File: config.mk
export PLATFORM = sky130hd
export DESIGN_NAME = branch_predict_ctrl
export DESIGN_NICKNAME = d
export VERILOG_FILES = /design/src/rtl/branch_predict_ctrl.sv
export SDC_FILE = /design/constraint.sdc
export NUM_CORES = 1
export LEC_CHECK = 0
export ABC_AREA = 1
export BUFFER_PORTS_ARGS = -buffer_cell sky130_fd_sc_hd__buf_2
export CAP_MARGIN = 30
export CORE_ASPECT_RATIO = 1.75
export CORE_MARGIN = 2
export CORE_UTILIZATION = 58
export DETAILED_ROUTE_END_ITERATION = 16
export PLACE_DENSITY = 0.9
export SLEW_MARGIN = 0
export SYNTH_ARGS = -nofsm -noshare
export SYNTH_HDL_FRONTEND = slang
export SYNTH_SLANG_ARGS = --single-unit
export TNS_END_PERCENT = 50
File: constraint.sdc
create_clock -name clk -period 2.98 [get_ports clk]
set_input_delay 0.596 -clock clk [delete_from_list [all_inputs] [get_ports clk]]
set_output_delay 0.596 -clock clk [all_outputs]
set_load 0.01 [all_outputs]
File: src/rtl/branch_predict_ctrl.sv
// Branch prediction / update controller sitting on the consumer side of the
// branch history cache. Fetch side: a PHT of 2-bit counters indexed by the
// cache-supplied history produces the prediction. Execute side: an in-order
// queue of predicted branches is retired on resolve, updating the PHT and
// issuing a registered cache write plus mispredict/redirect.
module branch_predict_ctrl #(
    parameter int DEPTH      = 4,
    parameter int PC_WIDTH   = 10,
    parameter int HIST_WIDTH = 3
) (
    input  logic                        clk,
    input  logic                        rst,
    input  logic                        fetch_valid,
    input  logic [PC_WIDTH-1:0]         fetch_pc,
    input  logic                        fetch_is_branch,
    input  logic [PC_WIDTH-1:0]         fetch_target,
    output logic                        pred_taken,
    output logic [PC_WIDTH-1:0]         pred_pc,
    output logic                        stall,
    output logic [PC_WIDTH-1:0]         cache_pc,
    input  logic [HIST_WIDTH-1:0]       cache_read_history,
    input  logic                        cache_read_hit,
    input  logic                        resolve_valid,
    input  logic                        resolve_taken,
    output logic                        cache_we,
    output logic [PC_WIDTH-1:0]         cache_update_pc,
    output logic                        cache_branch_taken,
    output logic                        mispredict,
    output logic [PC_WIDTH-1:0]         redirect_pc,
    output logic [$clog2(DEPTH):0]      queue_count
);

    localparam int PTR_W = $clog2(DEPTH);
    localparam int CNT_W = PTR_W + 1;
    localparam int PHT_N = 1 << HIST_WIDTH;

    // Saturating 2-bit counter step toward the observed outcome.
    function automatic logic [1:0] sat_step(input logic [1:0] c, input logic up);
        if (up) begin
            return (c == 2'b11) ? c : c + 2'd1;
        end
        return (c == 2'b00) ? c : c - 2'd1;
    endfunction

    // Queue payload (not reset: only meaningful between head and tail).
    logic [PC_WIDTH-1:0]   pc_q   [DEPTH];
    logic [PC_WIDTH-1:0]   tgt_q  [DEPTH];
    logic [HIST_WIDTH-1:0] hist_q [DEPTH];
    logic                  hit_q  [DEPTH];
    logic                  pt_q   [DEPTH];

    // Control state.
    logic [PTR_W-1:0]      head_q, tail_q;
    logic [CNT_W-1:0]      count_q;
    logic [1:0]            pht_q [PHT_N];
    logic                  cache_we_q, cache_branch_taken_q, mispredict_q;
    logic [PC_WIDTH-1:0]   cache_update_pc_q, redirect_pc_q;

    logic                  br, full, push, pop, flush;
    logic [PC_WIDTH-1:0]   redirect_d;

    // Fetch-side prediction and queue handshake decode.
    always_comb begin
        br         = fetch_valid & fetch_is_branch;
        full       = (count_q == CNT_W'(DEPTH));
        stall      = br & full;
        push       = br & ~full;
        pop        = resolve_valid & (count_q != '0);
        pred_taken = br & cache_read_hit & pht_q[cache_read_history][1];
        pred_pc    = pred_taken ? fetch_target : fetch_pc + PC_WIDTH'(1);
        cache_pc   = fetch_pc;
        flush      = pop & (pt_q[head_q] != resolve_taken);
        redirect_d = resolve_taken ? tgt_q[head_q] : pc_q[head_q] + PC_WIDTH'(1);
    end

    // Pointers, count, PHT training and registered cache/pipeline outputs.
    always_ff @(posedge clk) begin
        if (rst) begin
            head_q               <= '0;
            tail_q               <= '0;
            count_q              <= '0;
            cache_we_q           <= 1'b0;
            cache_branch_taken_q <= 1'b0;
            mispredict_q         <= 1'b0;
            cache_update_pc_q    <= '0;
            redirect_pc_q        <= '0;
            for (int i = 0; i < PHT_N; i++) begin
                pht_q[i] <= 2'b01;
            end
        end else begin
            cache_we_q           <= pop;
            cache_branch_taken_q <= pop & resolve_taken;
            mispredict_q         <= flush;
            if (pop) begin
                cache_update_pc_q <= pc_q[head_q];
                redirect_pc_q     <= redirect_d;
                if (hit_q[head_q]) begin
                    pht_q[hist_q[head_q]] <= sat_step(pht_q[hist_q[head_q]], resolve_taken);
                end
            end
            // A mispredict squashes every younger entry, including a same-cycle push.
            if (flush) begin
                head_q  <= '0;
                tail_q  <= '0;
                count_q <= '0;
            end else begin
                if (push) tail_q <= tail_q + PTR_W'(1);
                if (pop)  head_q <= head_q + PTR_W'(1);
                count_q <= count_q + CNT_W'(push) - CNT_W'(pop);
            end
        end
    end

    // Capture the fetched branch into the tail slot.
    always_ff @(posedge clk) begin
        if (push) begin
            pc_q[tail_q]   <= fetch_pc;
            tgt_q[tail_q]  <= fetch_target;
            hist_q[tail_q] <= cache_read_history;
            hit_q[tail_q]  <= cache_read_hit;
            pt_q[tail_q]   <= pred_taken;
        end
    end

    assign cache_we           = cache_we_q;
    assign cache_update_pc    = cache_update_pc_q;
    assign cache_branch_taken = cache_branch_taken_q;
    assign mispredict         = mispredict_q;
    assign redirect_pc        = redirect_pc_q;
    assign queue_count        = count_q;

endmodule

==> out/results.ini <==
[outcome]
status=complete, no violations

[global_route]
antenna_found_initial=0
grt_busiest_layer=met2
grt_pass1_wl_um=25800
grt_overflow=0
met2_usage_pct=49.8
grt_max_degree=34
gr-usage-met1_pct=29.4
met3_usage_pct=5.48
grt_pass1_vias=5099
grtUsageTotal_pct=27.3

[floorplan]
rows=52
dieHeight_um=147
core_mm2=0.0115
io_pins=78
start_util_pct=58.8
dieArea_mm2=0.0125
die_w_um=85.4

[yosys]
synth_cell_type_count=44
synthTopCellsByArea=edfxtp_1 (52%), nand2_1 (10%), dfxtp_1 (9.5%)
syn-instance-count=673
ys_ff_latch=148
synth_area_mm2=0.00673
async_flop_share_pct=0
yosys.area.top_type=edfxtp_1
yosysSeqAreaShare_pct=61.3
yosys-top-cells-count=nand2_1 (179), edfxtp_1 (116), nand3_1 (59), nor2_1 (57), inv_1 (49)
yosysMostFrequentCell=nand2_1
synth_nets=711
syn_area_per_cell_um2=10.0
synth_ff_type=edfxtp_1
synth.top_cell.area_share_pct=51.7
yosysWarnings=0
synth-edff-count=116

[power_and_ir_drop]
power_switching_share_pct=35.6
pwr-share-comb_pct=27.8
p_leak_nw=3.23
power_density_mw_per_mm2=820
pwr-share-seq_pct=40.4
power.total_mw=6.31
ir_drop_uv=619
switching_power_mw=2.25
p_int_mw=4.06
clkPwrFrac_pct=31.8

[drt]
drtAntennaViolNets=0
post_drt_wl_per_cell_um=18.7
drt-pass1-iter-count=8
vias_per_cell=5.85
wl_um=16700
drc=0
drt_iter0_markers=647
vias=5214

[timing]
fin_tns_setup_ns=0
timing.hold.ws_ns=0.372
relSlewSlack_pct=48.1
min_period_over_period_pct=92.4
finalClockSkew_ns=0.00910
hold_viol_final=0
fin_ws_ns=0.226
rsz0062_at_grt=no
fin_crit_ns=2.75
tightest_slew_ns=0.778
max_clock_freq_ghz=0.363
report.final.slew_viol_count=0
finalSetupViolCount=0

[clock_network]
clkSinkCount=148
cts_resized=0
insertion_delay_ns=0.43
cts_buffers=17
post_cts.repair.setup_buffers=0
clk_pin_slew_ns=0.06
root_buffer=clkbuf_16
ctsHoldBuffers=0
clockBufferDepth=2
cts_tree=built
htreeDepth=4

[min_path]
hp-class=input pin to flip-flop

[critical_path]
worstPathRequired_ns=2.38
cp.arrival_ns=2.16
critical_path_class=input pin to primary output
path_max_fanout=8
start_kind=input pin
end_kind=primary output

[placed_design]
dpl.cell_count=859
port-buffer-count=77
place.gp.congestion=0.864
dpl.hpwl_um=11000
dp_slack_ns=0.186

[finish]
drive_above_1_share_pct=19.8
area_growth_pct=14.3
final_cells=891
layout.nets=781
diodes=0

[flow_run]
max-cap-violations=0

-- power by group through the flow --
stage,combinational (mW),clock (mW),sequential (mW)
after floorplan,1.19,0,2.61
after global placement,1.61,0,2.57
after detailed placement,1.69,0,2.58
after CTS,1.73,2.01,2.54
after global routing,1.91,2.11,2.56
final,1.75,2.01,2.55
-- metal layers --
| layer | part of all wire (%) | vias to the layer above |
|---|---|---|
| li1 | - | 2406 |
| met2 | 55 | 290 |
| met1 | 34 | 2461 |
| met5 | 0 | - |
| met3 | 7.0 | 57 |
| met4 | 3.9 | 0 |
-- cells by family (layout without fill, tap and decap cells) --
| family | after synthesis | after routing | share of synthesized area [%] |
|---|---|---|---|
| xor+xnor | 12 | 12 | 1.56 |
| flops | 148 | 148 | 61.3 |
| simple gates | 318 | 318 | 20.3 |
| mux | 3 | 3 | 0.446 |
| buf+inv | 90 | 173 | 6.82 |
| fa+ha+maj | 8 | 8 | 1.60 |
| compound gates | 94 | 94 | 7.97 |
-- critical path, stage by stage --
cell,delay (ns)
buf_2,0.16
ha_1,0.21
nand3_1,0.17
nor3b_1,0.34
nand3_1,0.14
xnor2_1,0.26
nand2_1,0.09
nand2_1,0.07
buf_2,0.12
-- registers in the layout, indices dropped and copies added (netlist names), 2 cells and up, named ones only --
register         flops
queue_count          3
tgt_q               40
pt_q                 4
cache_update_pc     10
hit_q                4
head_q               2
hist_q              12
redirect_pc         10
pc_q                40
tail_q               2
pht_q               16
-- stage by stage --
step           util, %  instance area [um2]
2_1_floorplan        -                 6730
3_3_place_gp      62.2                 7130
3_5_place_dp      62.2                 7130
4_1_cts           67.2                 7690
5_1_grt           67.2                 7690
6_report          67.2                 7690
-- area by class of cell --
| cell class | count | area [um2] |
|---|---|---|
| clock buffers | 17 | 425 |
| clock inverters | 15 | 143 |
| fillers | 790 | 3760 |
| inverters | 52 | 198 |
| multi-input cells | 435 | 2160 |
| flip-flops and latches | 148 | 4120 |
| well taps | 135 | 169 |
| repair buffers | 89 | 475 |
-- cells in the final DEF, fill, tap and decap left out, types with 2 or more instances in the layout --
| cell | instances |
|---|---|
| edfxtp_1 | 116 |
| xnor2_1 | 6 |
| mux2i_1 | 3 |
| nor2_2 | 9 |
| clkbuf_16 | 17 |
| nand3_1 | 59 |
| or2_2 | 2 |
| a21oi_1 | 26 |
| nand2_1 | 179 |
| nand4_1 | 2 |
| ha_1 | 7 |
| o211ai_1 | 3 |
| buf_4 | 12 |
| o22ai_1 | 6 |
| inv_6 | 5 |
| a21oi_2 | 2 |
| nor2_1 | 53 |
| nand2_2 | 3 |
| nand3_2 | 2 |
| a31oi_1 | 5 |
| clkinvlp_4 | 3 |
| nand2_4 | 4 |
| o221ai_1 | 2 |
| inv_1 | 49 |
| xor2_1 | 6 |
| dfxtp_1 | 32 |
| clkinv_4 | 3 |
| buf_2 | 77 |
| inv_8 | 3 |
| o21ai_0 | 44 |
-- worst paths after layout --
kind                            cells past startpoint   startpoint           to  slack [ns]
worst max-delay path                                9  fetch_pc[0]   pred_pc[8]        0.23
worst min-delay path                                2          rst   mispredict        0.37
worst max register to register                     11    flip-flop  pht_q[5][0]        0.63
worst min register to register                      2    head_q[0]    head_q[0]        0.52
No activity file was read; power rests on OpenSTA's default activity.
